<file path="config.mk">
export PLATFORM = sky130hd
export DESIGN_NAME = stuffed_frame_tx
export DESIGN_NICKNAME = d
export VERILOG_FILES = /design/src/rtl/stuffed_frame_tx.sv
export SDC_FILE = /design/constraint.sdc
export NUM_CORES = 1
export LEC_CHECK = 0
export CORE_UTILIZATION = 35
export DETAILED_ROUTE_END_ITERATION = 6
export SETUP_SLACK_MARGIN = 0.02
export SLEW_MARGIN = 20
export SYNTH_ARGS = -nofsm -noshare
export SYNTH_HDL_FRONTEND = slang
export SYNTH_SLANG_ARGS = --single-unit
</file>
<file path="constraint.sdc">
create_clock -name clk -period 2.1 [get_ports clk]
set_clock_uncertainty 0.1 [all_clocks]
set_input_delay 0.42 -clock clk [delete_from_list [all_inputs] [get_ports clk]]
set_output_delay 0.42 -clock clk [all_outputs]
set_load 0.02 [all_outputs]
</file>
<file path="src/rtl/stuffed_frame_tx.sv">
// stuffed_frame_tx: framing transmitter emitting "11" sync, a "0" guard bit, then an MSB-first payload with a "0" stuffed after every payload "1"
module stuffed_frame_tx #(
  parameter int DATA_W = 8
) (
  input  logic              clk,
  input  logic              reset_n,
  input  logic              bit_en,
  input  logic              s_valid,
  input  logic [DATA_W-1:0] s_data,
  output logic              s_ready,
  output logic              tx_bit,
  output logic              busy,
  output logic              frame_done
);
  localparam int CW = DATA_W > 1 ? $clog2(DATA_W) : 1;
  typedef enum logic [2:0] {IDLE, PEND, SYNC1, SYNC2, GUARD, DATA, STUFF} state_t;
  state_t            state;
  logic [DATA_W-1:0] sh;
  logic [DATA_W-1:0] sh_nx;
  logic [CW-1:0]     cnt;
  logic              last;
  assign sh_nx   = sh << 1;
  assign last    = cnt == CW'(DATA_W - 1);
  assign s_ready = (state == IDLE) && reset_n;
  assign busy    = state != IDLE;
  // Frame sequencer: IDLE accepts words on any edge, every other move waits for bit_en; tx_bit is the bit of the state being entered
  always_ff @(posedge clk) begin
    if (!reset_n) begin
      state      <= IDLE;
      tx_bit     <= 1'b0;
      frame_done <= 1'b0;
      sh         <= '0;
      cnt        <= '0;
    end else begin
      frame_done <= 1'b0;
      if (state == IDLE) begin
        if (s_valid) begin
          sh     <= s_data;
          cnt    <= '0;
          state  <= bit_en ? SYNC1 : PEND;
          tx_bit <= bit_en;
        end
      end else if (bit_en) begin
        case (state)
          PEND: begin
            state  <= SYNC1;
            tx_bit <= 1'b1;
          end
          SYNC1: begin
            state  <= SYNC2;
            tx_bit <= 1'b1;
          end
          SYNC2: begin
            state  <= GUARD;
            tx_bit <= 1'b0;
          end
          GUARD: begin
            state  <= DATA;
            tx_bit <= sh[DATA_W-1];
          end
          DATA, STUFF: begin
            if (state == DATA && sh[DATA_W-1]) begin
              state  <= STUFF;
              tx_bit <= 1'b0;
            end else if (last) begin
              state      <= IDLE;
              tx_bit     <= 1'b0;
              frame_done <= 1'b1;
            end else begin
              state  <= DATA;
              sh     <= sh_nx;
              cnt    <= cnt + 1'b1;
              tx_bit <= sh_nx[DATA_W-1];
            end
          end
          default: begin
            state  <= IDLE;
            tx_bit <= 1'b0;
          end
        endcase
      end
    end
  end
endmodule
</file>
== Word-level counts from Yosys, hierarchy flattened ==
Cells that the tools add are included.
Storage, ports and cells
  bits in registers: 16
  output and inout bits: 4
  latch bits: 0
  memories: 0
  memory bits (writable): 0
  input port bits: 12
  bits in read-only memories: 0
Cells by class
  order comparisons: 0
  reductions and logical operators: 11
  bitwise operators: 3
  add/sub/neg operators: 1
  muxes and demuxes: 26
  shifts and indexed selects: 0
  divide/modulo/power cells: 0
  multiply operators: 0
  eq/ne operators: 10
Operators by type and width (count)
  $mux 8: 6
  $mux 3: 11
  $pmux 3 s5: 1
  $eq 3x3->1 const B: 4
  $eq 3x2->1 const B: 2
  $mux 1: 6
  $reduce_and 5->1: 1
  $reduce_or 5->1: 1
  $ne 2x2->1 const B: 2
  $reduce_bool 2->1: 2
  $reduce_or 2->1: 2
  $add 3x1->3 const B: 1
  $eq 3x1->1 const B: 1
  $logic_not 3->1: 1
  $not 1->1: 3
  $pmux 1 s3: 1
  $reduce_bool 3->1: 1
  $logic_and 1x1->1: 2
  $mux 2: 1
  $ne 2x1->1 const B: 1
  $reduce_and 2->1: 1

== Logic depth before layout (Yosys ltp) ==
Gate-level depths: netlist (run 1).
  word-level depth: 6
  mapped depth: 7
  mapped depth without buffers: 6

== Least setup slack after synthesis (run 1) ==
No wires, ideal clock.
  path kind: register to register
  start point: register cnt[0]
  end point: register cnt[0]
  path slack: 0.397 ns
  stages on the path, launching flop included: 7
  setup time: 0.069 ns
  period minus slack after synthesis: 1.703 ns
  arrival: 1.534 ns
  cells stage by stage: dfxtp_1 -> ha_1 -> ha_1 -> o21ai_0 -> nand4_1 -> or4b_1 -> o21ai_1
On the way
  elaborated cells on any way between the ends: 9
  classes of those cells: add/sub (1); eq/ne (2); mux (5); reduce/logical (1)
RTL lines
  start, declared: RTL line 20  | logic [CW-1:0] cnt;
  start signal, assigned: RTL line 72  | cnt <= cnt + 1'b1;
  $eq 3x3->1: RTL line 23  | assign last = cnt == CW'(DATA_W - 1);
  via last: RTL line 21  | logic last;
  $ne 2x1->1 (no source line)
  $reduce_and 5->1 (no source line)
The timed path passes the listed nets, and every way through them passes these cells. The select of a mux whose other input is x is not followed.
A chain may end at the register's enable or synchronous reset.

== Final worst setup path (run 1) ==
  start point: register state[2]
  end point: output port s_ready
On the way
  cells in the longest elaborated chain, start to end: 2
RTL lines
  start, declared: RTL line 17  | state_t state;
  start signal, assigned: RTL line 40  | state <= bit_en ? SYNC1 : PEND;
  $logic_not 3->1: RTL line 24  | assign s_ready = (state == IDLE) && reset_n;
  $logic_and 1x1->1: RTL line 24
  end, declared: RTL line 10  | output logic s_ready,
Every way passes these cells.

==> results by group, run 1 <==
Status
  • Result of the run: finished, final reports clean

Placed design
  • Port buffer count: 15
  • RD Place Congestion: 0.777
  • HPWL Detailed: 1490 um
  • Cell count after placement: 155
  • Cell area after placement: 1120 um2

Hold path
  • Worst hold stages: 2
  • Class of the worst hold path: flip-flop to flip-flop

Global routing
  • Overall Global Routing Usage: 0.163
  • Initial antenna violation count: 0
  • First-pass GRT wire length: 3260 um
  • Largest net degree at the start of global routing: 21
  • Overflow after GRT: 0
  • Via count of the first global-routing pass: 704

Synth
  • Sequential element share of the synthesized area: 0.351
  • Most used standard cell by instance count after synthesis: sky130_fd_sc_hd__nand2_1
  • Number of synthesized register bits: 16
  • Synth Cell Area: 912 um2
  • Synth top area share: 0.351
  • EDFF count, synth: 0
  • Leading post-synthesis cells by instance count: 20 x sky130_fd_sc_hd__nand2_1, 16 x sky130_fd_sc_hd__dfxtp_1, 9 x sky130_fd_sc_hd__nand4_1
  • Synthesized netlist cell count: 109
  • Synthesized area divided by synthesized cell count: 8.37 um2
  • Number of warnings issued by yosys: 0
  • Largest family of logic cells by synthesized area: simple AND/OR/NAND/NOR gates
  • Cell taking the most area after synthesis: sky130_fd_sc_hd__dfxtp_1
  • Flip-flop cell with the highest count after synthesis: sky130_fd_sc_hd__dfxtp_1
  • Synthesized-area fraction occupied by ao, oa, aoi and oai cells: 0.215
  • Adder and majority cell fraction of the synthesized area: 0.0274
  • Xor and xnor fraction of the mapped netlist area: 0.00960
  • Cell variety after synth: 36
  • Synthesized net count: 123
  • Synth area leaders: sky130_fd_sc_hd__dfxtp_1 35%, sky130_fd_sc_hd__nand2_1 8.2%, sky130_fd_sc_hd__o211a_1 7.7%
  • Synthesized-area fraction occupied by and/or/nand/nor cells: 0.303
  • Mux share of post-synthesis cell area: 0.0219
  • Share of flip-flops with an asynchronous set or reset after synthesis: 0

Drt
  • Number of detailed-routing iterations run before antenna repair: 4
  • Count of vias placed by the detailed router: 856
  • Number of DRC violations after detailed routing: 0
  • Vias/cell: 5.42
  • Starting DRC count in detailed routing: 22
  • Residual antenna-violating net count after detailed routing: 0
  • WL final: 2010 um
  • Post-detailed-route wirelength per cell: 12.7 um

Cells and area
  • Fraction of final layout cells with drive strength greater than 1: 0.156
  • Multi-input combinational cell area: 541 um2
  • Number of inserted diodes: 0
  • Number of nets in the layout: 144
  • Number of fillers in the final layout: 265
  • Layout overhead on the synthesized area: 26.2%
  • Non-filler instance count after layout: 158
  • FF/Latch Area: 320 um2
  • Post-Layout Inst Area: 1150 um2

STA
  • Final count of hold timing violations: 0
  • WHS: 0.360 ns
  • Relative slew slack: 0.767
  • Setup violators final: 0
  • Time the final worst path needs with I/O delays and setup: 1.91 ns
  • Share of the clock period used by the worst path after layout: 0.907
  • Unrepaired setup endpoints after global routing: false
  • Worst-Margin Slew: 0.348 ns
  • Fin. max-slew vios: 0
  • Peak clock frequency supported by timing: 0.525 GHz

Clocking
  • Bufs on Longest Clock Path: 2
  • Clock Pin Slew Worst Setup and Hold Paths: 0.09 ns
  • Root cell of the clock tree: sky130_fd_sc_hd__clkbuf_4
  • Number of clock sinks: 16
  • TritonCTS clock tree: yes
  • H-tree levels: 1
  • Cts hold-fix bufs: 0
  • Worst-Skew Late Latency: 0.28 ns
  • Number of buffers created by CTS: 3

Critical path
  • WS Path Type: flip-flop to output pin
  • Crit path required time: 1.58 ns
  • Signal arrival time at the worst endpoint: 1.39 ns
  • Worst setup SP type: flip-flop
  • Reg2Reg Depth: 6
  • Max Fanout on Critical Path: 4
  • Endpoint kind of the worst setup timing path: output pin

Floorplan
  • Chip Width: 53.1 um
  • Initial core utilization: 0.368
  • Die Y-Extent: 53.1 um
  • Row cnt: 18
  • Total core area: 2480 um2
  • Overall die area: 2810 um2
  • Ports: 16

Pwr
  • Static leakage power: 0.503 nW
  • Max rail drop VDD: 643 uV
  • Total power divided by cell area: 871 nW/um2

Job
  • Max_cap viols: 0
==> worst paths after layout <==
| check | slack (ns) | startpoint | to |
|---|---|---|---|
| max | 0.19 | state[2] | s_ready |
| min | 0.36 | sh[0] | sh[0] |
| max reg2reg | 0.21 | cnt[0] | cnt[0] |
| min reg2reg | 0.36 | sh[0] | sh[0] |
==> repair_timing <==
action,in CTS,in global routing
setup endpoints to repair,2,5
gates resized for setup,3,1
cloned,0,0
setup buffers,0,0
==> sequential cells by signal, indices dropped and copies added (netlist names) <==
signal	count
cnt	3
frame_done	1
sh	8
state	3
tx_bit	1
==> logic make-up after synthesis <==
family / after synthesis
multiplexers: 2
AND/OR/NAND/NOR: 50
flip-flops: 16
buffers and inverters: 11
adder cells (fa/ha/maj): 2
AO/OA/AOI/OAI: 27
XOR/XNOR: 1
==> per-layer routing <==
metal,vias to the layer above,track usage,share of wire
li1,436,-,-
met1,395,0.216,0.50
met2,21,0.243,0.44
met3,4,0.0603,0.052
met4,0,0.0526,0.0089
met5,-,0,0
==> worst max-delay path: stages (launching register included) <==
cell and delay [ns]:
sky130_fd_sc_hd__dfxtp_1 0.35, sky130_fd_sc_hd__nor3_4 0.27, sky130_fd_sc_hd__and2_1 0.15, sky130_fd_sc_hd__dlygate4sd2_1 0.34
==> layout by cell type (no fill, tap or decap), drive strengths merged <==
master and count:
xor2 1, clkdlybuf4s50 13, mux2i 2, nand4 9, a31o 1, o211a 7, nor2b 3, nor3 2
nand3b 1, nand2 20, nand3 4, and2 1, and4 1, a41oi 1, a21boi 2, o311a 1
a21oi 4, o22ai 1, or4 1, o21ai 10, nand4b 2, ha 2, buf 10, nand2b 2
or4b 1, inv 2, nor3b 1, nor2 2, dlygate4sd2 2, dfxtp 16, clkbuf 3
==> metrics by stage <==
step / utilization / TNS [ns] / setup slack [ns] / power [W]
6_report: 0.465 / 0 / 0.195 / 0.00100
5_1_grt: 0.465 / 0 / 0.0719 / 0.00108
4_1_cts: 0.462 / 0 / 0.122 / 0.00101
3_5_place_dp: 0.451 / -0.0289 / -0.0289 / 0.000842
3_3_place_gp: 0.451 / -0.0433 / -0.0433 / 0.000842
2_1_floorplan: - / 0 / 0.397 / 0.000714
==> where the power goes <==
part	switching (W)	leakage, nW	total (W)	internal, W
registers	0.0000407	0.131	0.000399	0.000358
logic	0.000237	0.358	0.000442	0.000205
clock network	0.0000949	0.0138	0.000162	0.0000666
total	0.000372	0.503	0.00100	0.000630
==> area by class of cell <==
type	count	share of cell area
flip-flops and latches	16	0.278
inverters	2	0.00652
well taps	30	0.0326
repair buffers	25	0.193
multi-input cells	82	0.470
clock buffers	3	0.0196
(Power assumes the default switching activity.)
==> inputs of run 2 (changes only) <==
CELL_PAD_IN_SITES_DETAIL_PLACEMENT = 0   (was default)
CELL_PAD_IN_SITES_GLOBAL_PLACEMENT = 1   (was default)
PLACE_DENSITY_LB_ADDON = 0.1   (was default)
==> run 2 against run 1 <==
Maximum frequency shrank 5.2%. Non-clock buffer count did not move. Clock-buffer cell count is the same. Final cell count is the same. Critical path depth rose by 1. Via count increased by 1.8%. Flip-flop and latch count did not move. Wire length grew 14%. Global-route usage up 2.7 points. Worst setup slack worse by 0.10 ns. Sequential share of layout area grew 0.15 points. Register-to-register slack lost 0.05 ns. Critical path type unchanged. Largest power group unchanged. Highest routed layer unchanged.
==> results by group, run 2 (synthesized netlist as in run 1, its figures left out) <==
Status
  • Result of the run: finished, final reports clean

Drt
  • Residual antenna-violating net count after detailed routing: 0 (unchanged)
  • Vias/cell: 5.51 (+1.8%)
  • Number of detailed-routing iterations run before antenna repair: 4 (unchanged)
  • Number of DRC violations after detailed routing: 0 (unchanged)
  • WL final: 2290 um (+14%)
  • Starting DRC count in detailed routing: 6 (-73%)
  • Post-detailed-route wirelength per cell: 14.5 um (+14%)
  • Count of vias placed by the detailed router: 871 (+1.8%)

Cells and area
  • Regs by FF count: sh: 8 flops, cnt: 3 flops, state: 3 flops
  • Number of inserted diodes: 0 (unchanged)
  • Layout overhead on the synthesized area: 25.5%
  • Number of fillers in the final layout: 278 (+4.9%)
  • Layout Utilization: 0.462 (-0.00252)
  • Highest-count cells in the layout ignoring fill and taps: 20 x sky130_fd_sc_hd__nand2_1, 16 x sky130_fd_sc_hd__dfxtp_1, 13 x sky130_fd_sc_hd__clkdlybuf4s50_1, 10 x sky130_fd_sc_hd__buf_4, 9 x sky130_fd_sc_hd__nand4_1
  • Flip-flop count of the largest register, all copies and words added: 8 (unchanged)
  • FF/Latch Area: 320 um2 (unchanged)
  • Fraction of final layout cells with drive strength greater than 1: 0.156 (unchanged)
  • Multi-input combinational cell area: 534 um2 (-1.2%)
  • Number of nets in the layout: 144 (unchanged)
  • Most flop-heavy register: sh
  • Most common cell after layout, fill and taps aside: sky130_fd_sc_hd__nand2_1

Clocking
  • H-tree levels: 1 (unchanged)
  • Root cell of the clock tree: sky130_fd_sc_hd__clkbuf_4
  • Worst-Skew Late Latency: 0.30 ns (+0.02 ns)
  • Number of clock sinks: 16 (unchanged)
  • Clock Pin Slew Worst Setup and Hold Paths: 0.09 ns (about the same)
  • Bufs on Longest Clock Path: 2 (unchanged)
  • Number of buffers created by CTS: 3 (unchanged)
  • TritonCTS clock tree: yes

Placed design
  • HPWL Detailed: 1570 um (+5.3%)
  • Port buffer count: 15 (unchanged)
  • RD Place Congestion: 0.764 (-1.6%)

STA
  • WHS: 0.368 ns (+0.00792 ns)
  • Relative slew slack: 0.768 (about the same)
  • Share of the clock period used by the worst path after layout: 0.957 (+0.0496)
  • Unrepaired setup endpoints after global routing: false
  • Setup violators final: 0 (unchanged)
  • Worst-Margin Slew: 0.348 ns (-0.000523 ns)
  • Time the final worst path needs with I/O delays and setup: 2.01 ns (+0.104 ns)
  • Final count of hold timing violations: 0 (unchanged)
  • Peak clock frequency supported by timing: 0.498 GHz (-5.2%)
  • Fin. max-slew vios: 0 (unchanged)

Pwr
  • Sw frac: 0.382 (+0.0105)
  • Internal power: 0.000620 W (-1.6%)
  • Fraction of power consumed by sequential logic: 0.396 (-0.002)
  • Sw power: 0.000383 W (+2.9%)
  • Gate power share: 0.433 (-0.008)
  • Clk pwr share: 0.171 (+0.010)
  • Static leakage power: 0.501 nW (-0.34%)
  • Max rail drop VDD: 483 uV (-25%)
  • Total power divided by cell area: 876 nW/um2 (+0.66%)

Global routing
  • Overall Global Routing Usage: 0.191 (+0.0274)
  • First-pass GRT wire length: 3820 um (+17%)
  • Largest net degree at the start of global routing: 21 (unchanged)
  • Overflow after GRT: 0 (unchanged)
  • Initial antenna violation count: 0 (unchanged)
  • Via count of the first global-routing pass: 803 (+14%)

Floorplan
  • Overall die area: 2810 um2 (unchanged)
  • Initial core utilization: 0.368 (unchanged)
  • Die Y-Extent: 53.1 um (unchanged)
  • Row cnt: 18 (unchanged)
  • Total core area: 2480 um2 (unchanged)
  • Ports: 16 (unchanged)
  • Chip Width: 53.1 um (unchanged)

Critical path
  • Worst setup SP type: flip-flop
  • Endpoint kind of the worst setup timing path: output pin
  • Crit path required time: 1.58 ns (about the same)
  • Reg2Reg Depth: 6 (unchanged)
  • Signal arrival time at the worst endpoint: 1.49 ns (+0.10 ns)
  • WS Path Type: flip-flop to output pin
  • Max Fanout on Critical Path: 10 (+6)

Job
  • Max_cap viols: 0 (unchanged)

Hold path
  • Worst hold stages: 2 (unchanged)
  • Class of the worst hold path: flip-flop to flip-flop
[run 2: cell types whose count changed in the layout (fill, tap and decap cells not counted)]
cell / previous run / this run
sky130_fd_sc_hd__nor3_2: 0 / 1
sky130_fd_sc_hd__nor3_4: 1 / 0
[run 2: metal layers]
metal,vias up,track usage,routed length [um]
met5,-,0,0
li1,438,-,-
met1,408,0.245,1110
met3,5,0.0259,77
met2,20,0.304,1040
met4,0,0.105,57
[run 2: worst max-delay path: stages, from the launching register on]
cell	delay (ns)
sky130_fd_sc_hd__dfxtp_1	0.33
sky130_fd_sc_hd__nor3_2	0.20
sky130_fd_sc_hd__buf_4	0.21
sky130_fd_sc_hd__inv_2	0.11
sky130_fd_sc_hd__dlygate4sd2_1	0.34
[run 2: power by group through the flow]
stage / sequential, W / combinational (W) / clock (W)
finish: 0.000397 / 0.000435 / 0.000171
global route: 0.000403 / 0.000476 / 0.000184
CTS: 0.000397 / 0.000431 / 0.000177
detailed placement: 0.000403 / 0.000436 / 0
global placement: 0.000401 / 0.000435 / 0
floorplan: 0.000403 / 0.000311 / 0
[run 2: what timing repair did]
action	4_1_cts	5_1_grt
hold buffers	0	0
setup buffers	0	0
gates resized for setup	2	1
setup endpoints to repair	2	8
[run 2: through the flow]
step                      setup TNS (ns)  total power [W]  cell area, um2  instances  worst slack (ns)
after global placement            -0.108         0.000836            1120        155            -0.108
after detailed placement         -0.0909         0.000840            1120        155           -0.0909
after floorplan                        0         0.000714             912        109             0.397
after global routing                   0          0.00106            1140        158            0.0181
after CTS                              0          0.00100            1140        158            0.0829
final                                  0          0.00100            1140        158            0.0908
[run 2: final timing paths]
kind | start | endpoint | slack, ns
max | state[2] | busy | 0.09
min | sh[0] | sh[0] | 0.37
max reg2reg | cnt[0] | cnt[0] | 0.16
min reg2reg | sh[0] | sh[0] | 0.37
[run 2: cell type report]
type,count,area share
clock buffer,3,0.0197
sequential,16,0.280
inverter,2,0.00656
tap,30,0.0328
timing repair buffer,25,0.195
multi-input combinational,82,0.467
